--- config.mk ---
export PLATFORM = sky130hd
export DESIGN_NAME = mem_sync_clr
export DESIGN_NICKNAME = d
export VERILOG_FILES = /design/src/rtl/mem_pkg.sv /design/src/rtl/mem_clr_fsm.sv /design/src/rtl/mem_sync_clr.sv
export SDC_FILE = /design/constraint.sdc
export NUM_CORES = 1
export LEC_CHECK = 0
export CORE_UTILIZATION = 55
export DETAILED_ROUTE_END_ITERATION = 8
export HOLD_SLACK_MARGIN = 0.1
export PLACE_DENSITY = 0.89
export SETUP_SLACK_MARGIN = 0.4
export SLEW_MARGIN = 20
export SYNTH_ARGS = -nofsm -noshare
export SYNTH_HDL_FRONTEND = slang
export SYNTH_SLANG_ARGS = --single-unit
export TNS_END_PERCENT = 1
--- constraint.sdc ---
create_clock -name clk -period 3.5 [get_ports clk]
set_input_delay 0.525 -clock clk [delete_from_list [all_inputs] [get_ports clk]]
set_output_delay 0.525 -clock clk [all_outputs]
set_load 0.01 [all_outputs]
--- src/rtl/mem_pkg.sv ---
// Shared types and helpers for the synchronous word memory with clear engine.
package mem_pkg;

   // Clear-engine state: CLEAR walks the array writing zeros, IDLE serves the host.
   typedef enum logic {
      CLEAR = 1'b0,
      IDLE  = 1'b1
   } clr_state_e;

   // Number of words addressed by an address bus of the given width.
   function automatic int unsigned depth_of(input int unsigned addr_size);
      return 32'd1 << addr_size;
   endfunction

endpackage

--- src/rtl/mem_clr_fsm.sv ---
// Clear sequencer: owns the state register, the clear address counter and busy.
//
//   state | meaning
//   ------+------------------------------------------------------------
//   CLEAR | zeroing mem[clr_addr] each edge; host reads/writes refused
//   IDLE  | array owned by the host; clr_req_i starts a new clear pass
//
module mem_clr_fsm
   import mem_pkg::*;
#(
   parameter int ADDR_SIZE = 3
) (
   input  logic                 clk,
   input  logic                 rst_n,
   input  logic                 clr_req_i,
   output logic                 clr_we_o,
   output logic [ADDR_SIZE-1:0] clr_addr_o,
   output logic                 accept_o,
   output logic                 busy_o
);

   clr_state_e           state_q, state_d;
   logic [ADDR_SIZE-1:0] clr_addr_q, clr_addr_d;
   logic                 busy_q, busy_d;

   // Next-state: walk addresses in CLEAR, leave after the last one; IDLE waits for a request.
   always_comb begin
      state_d    = state_q;
      clr_addr_d = clr_addr_q;
      busy_d     = busy_q;
      case (state_q)
         CLEAR: begin
            // The counter wraps to zero on its own after the top address.
            clr_addr_d = clr_addr_q + ADDR_SIZE'(1);
            if (&clr_addr_q) begin
               state_d = IDLE;
               busy_d  = 1'b0;
            end
         end
         IDLE: begin
            if (clr_req_i) begin
               state_d    = CLEAR;
               clr_addr_d = '0;
               busy_d     = 1'b1;
            end
         end
         default: begin
            state_d    = CLEAR;
            clr_addr_d = '0;
            busy_d     = 1'b1;
         end
      endcase
   end

   // State register; reset restarts the clear pass from address zero.
   always_ff @(posedge clk) begin
      if (!rst_n) begin
         state_q    <= CLEAR;
         clr_addr_q <= '0;
         busy_q     <= 1'b1;
      end else begin
         state_q    <= state_d;
         clr_addr_q <= clr_addr_d;
         busy_q     <= busy_d;
      end
   end

   // Nothing touches the array during a reset cycle, neither clear nor host.
   assign clr_we_o   = (state_q == CLEAR) && rst_n;
   assign accept_o   = (state_q == IDLE) && rst_n;
   assign clr_addr_o = clr_addr_q;
   assign busy_o     = busy_q;

endmodule

--- src/rtl/mem_sync_clr.sv ---
// Single-clock word memory with lane-masked writes, registered reads,
// optional output stage and a sequential zeroing engine.
module mem_sync_clr
   import mem_pkg::*;
#(
   parameter int WORD_SIZE   = 8,
   parameter int ADDR_SIZE   = 3,
   parameter int LANES       = 1,
   parameter int OUT_REG     = 0,
   parameter int WRITE_FIRST = 1
) (
   input  logic                 clk,
   input  logic                 rst_n,
   input  logic                 clr,
   input  logic                 wena,
   input  logic [ADDR_SIZE-1:0] w_addr,
   input  logic [WORD_SIZE-1:0] w_word,
   input  logic [LANES-1:0]     w_mask,
   input  logic                 rena,
   input  logic [ADDR_SIZE-1:0] r_addr,
   output logic [WORD_SIZE-1:0] r_word,
   output logic                 r_valid,
   output logic                 busy
);

   localparam int LANE_W   = WORD_SIZE / LANES;
   localparam int ADDR_MAX = int'(depth_of(ADDR_SIZE));
   localparam bit WF       = (WRITE_FIRST != 0);

   if (WORD_SIZE % LANES != 0) begin : g_bad_lanes
      $error("mem_sync_clr: WORD_SIZE must be a multiple of LANES");
   end
   if (ADDR_SIZE < 1) begin : g_bad_addr
      $error("mem_sync_clr: ADDR_SIZE must be at least 1");
   end
   if (OUT_REG != 0 && OUT_REG != 1) begin : g_bad_outreg
      $error("mem_sync_clr: OUT_REG must be 0 or 1");
   end

   logic                 clr_we;
   logic [ADDR_SIZE-1:0] clr_addr;
   logic                 accept;

   mem_clr_fsm #(
      .ADDR_SIZE (ADDR_SIZE)
   ) u_clr_fsm (
      .clk        (clk),
      .rst_n      (rst_n),
      .clr_req_i  (clr),
      .clr_we_o   (clr_we),
      .clr_addr_o (clr_addr),
      .accept_o   (accept),
      .busy_o     (busy)
   );

   logic [WORD_SIZE-1:0] mem_q [0:ADDR_MAX-1];

   logic [WORD_SIZE-1:0] wr_merged;
   logic [WORD_SIZE-1:0] rd_old;
   logic [WORD_SIZE-1:0] rd_word_d;
   logic                 wr_go;
   logic                 rd_go;
   logic                 collide;

   // Build the post-write word: masked lanes from w_word, the rest from the array.
   always_comb begin
      rd_old    = mem_q[r_addr];
      wr_merged = mem_q[w_addr];
      for (int l = 0; l < LANES; l++) begin
         if (w_mask[l]) begin
            wr_merged[l*LANE_W +: LANE_W] = w_word[l*LANE_W +: LANE_W];
         end
      end
   end

   // An all-zero mask is treated as no write so it never counts as a collision.
   assign wr_go     = accept && wena && (|w_mask);
   assign rd_go     = accept && rena;
   assign collide   = wr_go && (w_addr == r_addr);
   assign rd_word_d = (WF && collide) ? wr_merged : rd_old;

   // Array write port; the clear engine and the host never own it in the same cycle.
   always_ff @(posedge clk) begin
      if (clr_we) begin
         mem_q[clr_addr] <= '0;
      end else if (wr_go) begin
         mem_q[w_addr] <= wr_merged;
      end
   end

   logic [WORD_SIZE-1:0] rd_word_q;
   logic                 rd_valid_q;

   // First read stage: capture the word and flag a completed read for one cycle.
   always_ff @(posedge clk) begin
      if (!rst_n) begin
         rd_word_q  <= '0;
         rd_valid_q <= 1'b0;
      end else begin
         rd_valid_q <= rd_go;
         if (rd_go) begin
            rd_word_q <= rd_word_d;
         end
      end
   end

   if (OUT_REG == 1) begin : g_out_reg
      logic [WORD_SIZE-1:0] out_word_q;
      logic                 out_valid_q;

      // Output stage keeps running during a clear so a read issued with clr still lands.
      always_ff @(posedge clk) begin
         if (!rst_n) begin
            out_word_q  <= '0;
            out_valid_q <= 1'b0;
         end else begin
            out_valid_q <= rd_valid_q;
            if (rd_valid_q) begin
               out_word_q <= rd_word_q;
            end
         end
      end

      assign r_word  = out_word_q;
      assign r_valid = out_valid_q;
   end else begin : g_no_out_reg
      assign r_word  = rd_word_q;
      assign r_valid = rd_valid_q;
   end

endmodule
==> run_results.csv <==
group,metric,value,unit
status,outcome,"completed",
power,pwr-share-seq,54.2,%
yosys,synth-seq-cells,78,
routing,wl,6.20,mm
worst_setup_path,crit_family,"simple AND/OR/NAND/NOR gates",
placement,dp.cells,304,
worst_setup_path,cp-start-kind,"input pin",
timing,slew_headroom,51.3,%
routing,wl_per_cell,19.4,um
floorplan,fp.dieArea,6440,um^2
timing,skew,5.65,ps
routing,wl_met3,443,um
timing,whs,482,ps
worst_setup_path,cp-end-kind,"flop",
worst_setup_path,cp_max_fo,16,
final_layout,fin_cells,320,
power,pwr-share-comb,5.9,%
final_layout,area_delta_synth_final,15.6,%
timing,fin_crit,2650,ps
placement,dp_hpwl,4.17,mm
final_layout,filler_cell_count,405,
final_layout,most-common-layout-cells,"edfxtp_1 (64), clkdlybuf4s50_1 (29), nand2_1 (19), mux4_1 (16), dfxtp_1 (14)",
yosys,yosysTopAreaCell,"edfxtp_1",
floorplan,die_w,80.3,um
worst_setup_path,cp_cell_sequence,"clkdlybuf4s50_1, and4_1, a32oi_1, nor2_1",
placement,place_congestion,0.814,
global_route,first_global_vias,1799,
yosys,avgSynthCellArea,16.0,um^2
final_layout,final_common_cell,"edfxtp_1",
timing,max_clock_freq,0.378,GHz
timing,rsz0062_at_grt,"false",
worst_setup_path,cp.required,3490,ps
global_route,gr-usage-all-layers,22.2,%
timing,hold_viol,0,
timing,fin_ws,854,ps
worst_setup_path,slowest_delay,680,ps
power,switchingPower,413,uW
routing,detail-route-antenna-nets,0,
routing,drtIter0Drc,145,
placement,dp_slack,443,ps
power,swShare,21.7,%
final_layout,final_util,65.8,%
worst_setup_path,critPathBufInv,1,
routing,met1_length,2.67,mm
worst_setup_path,arrival,2630,ps
cts,cts-hold-fix-buffers,0,
placement,placed_area,3670,um^2
global_route,grt_overflow,0,
yosys,ys_warn_count,0,
min_path,worstHoldPathType,"reg2reg",
yosys,synth_top_area_share,57.0,%
global_route,grt_max_degree,21,
routing,wl_met2,3.01,mm
run,maxCapViolCount,0,
yosys,seq_area_frac_synth,65.4,%
routing,vias,1863,
timing,slew_violations,0,
floorplan,start_util,56.9,%
cts,cts_made_buffers,9,
routing,maxUsedRoutingLayer,"met4",
cts,cts_tree,"done",
global_route,grt_first_pass_wirelength,9.85,mm
timing,setup_violations,0,
cts,cts_setup_buffers,0,
final_layout,drive_gt1_share,11.4,%
cts,cts_sinks,78,
cts,path_clk_slew,80,ps
floorplan,ioPinCount,30,
routing,avgViaCountPerCell,5.82,
global_route,antenna_found_initial,0,
timing,timing.setup.tns,0,ps
final_layout,antenna_cells,0,
yosys,syn-num-nets,232,
placement,port_buffers,29,
cts,htree_levels,3,
worst_setup_path,critPathKind,"in2reg",
cts,post_cts_resized,0,
cts,clk_path_buf_depth,2,
final_layout,final_net_count,262,
power,total_power,1.90,mW
power,intPower,1.49,mW
power,clock_power_share,39.9,%
floorplan,rows,28,
worst_setup_path,crit_slowest_cell,"clkdlybuf4s50_1",
yosys,synth_cells,210,
yosys,synth.area.top_cells,"edfxtp_1 (57%), mux4_1 (12%), dfxtp_1 (8.3%), mux2_2 (2.3%), nand2_1 (2.1%)",
routing,drc,0,
power,peakVddDrop,0.314,mV
power,leakage,1.17,nW
routing,dr.pass1.iters,4,
floorplan,core,5920,um^2
cts,clock_latency,350,ps
final_layout,design_area,3900,um^2
timing,worst_pin_slew,728,ps
yosys,ys_types,36,
cts,clockRootBuffer,"clkbuf_8",
yosys,synthesis.area,3370,um^2
power,power_density,489,nW/um^2
floorplan,die_h,80.3,um
timing,period_share,75.6,%
[cells by family (layout without fill, tap and decap cells)]
family	count (synthesis)	in the layout	share of synthesized area [%]
muxes	24	24	15.1
xor gates and xnor gates	4	4	1.04
AOI/OAI and AO/OA	26	26	5.53
buffers and inverters	15	50	3.38
adders and majority gates	2	2	0.743
DFF	78	78	65.4
and+or+nand+nor	61	61	8.84
[tightest hold or removal path: cells and delay by family (launching register included)]
family / cells / cell delay [ps]
AOI/OAI and AO/OA: 1 / 70
and+or+nand+nor: 1 / 50
DFF: 1 / 330
[registers in the layout (all words and copies together) (netlist names)]
register	count
mem_q	64
r_word	8
u_clr_fsm.clr_addr_o	3
r_valid	1
u_clr_fsm.busy_o	1
u_clr_fsm.state_q	1
[final cells by class]
cell class / count / area [um^2] / share of cell area, %
sequential: 78 / 2200 / 56.5
tap: 75 / 93.8 / 2.41
clock inverter: 7 / 106 / 2.73
timing repair buffer: 31 / 305 / 7.84
clock buffer: 9 / 124 / 3.18
multi-input combinational: 117 / 1050 / 27.0
inverter: 3 / 11.3 / 0.289
[path summary, 6_finish.rpt]
path	start	end	slack [ps]	cells after the start
max	rst_n	mem_q[5][7]	850	4
min	r_word[6]	r_word[6]	480	2
max reg2reg	u_clr_fsm.state_q	mem_q[5][7]	1200	3
min reg2reg	r_word[6]	r_word[6]	480	2
[metal layers]
| layer | vias up | track usage (%) |
|---|---|---|
| li1 | 882 | - |
| met1 | 907 | 29.5 |
| met2 | 67 | 34.0 |
| met3 | 7 | 6.36 |
| met4 | 0 | 9.82 |
| met5 | - | 0 |
[synthesized netlist by cell type, drive strengths merged]
| master | number |
|---|---|
| a21oi | 4 |
| ha | 2 |
| a32oi | 1 |
| and4 | 1 |
| a21boi | 1 |
| buf | 8 |
| xor2 | 4 |
| nor2 | 12 |
| nand3 | 7 |
| inv | 3 |
| o22a | 1 |
| dfxtp | 14 |
| mux2i | 1 |
| or2 | 2 |
| o21a | 1 |
| nand2b | 1 |
| o211ai | 7 |
| nor2b | 4 |
| mux4 | 16 |
| nand4 | 1 |
| edfxtp | 64 |
| nand2 | 19 |
| mux2 | 7 |
| a31oi | 4 |
| nor3 | 2 |
| o21ai | 3 |
| nor3b | 2 |
| and3 | 1 |
| o22ai | 2 |
| a211oi | 2 |
| and2 | 9 |
| clkbuf | 4 |
[power groups by stage]
| stage | registers [mW] | logic (mW) | clock network, mW |
|---|---|---|---|
| 2_1_floorplan | 1.05 | 0.0781 | 0 |
| 4_1_cts | 1.03 | 0.113 | 0.769 |
| 3_3_place_gp | 1.05 | 0.107 | 0 |
| 6_report | 1.03 | 0.113 | 0.759 |
| 5_1_grt | 1.03 | 0.122 | 0.806 |
| 3_5_place_dp | 1.05 | 0.111 | 0 |
Power figures use the tool's default switching activity.
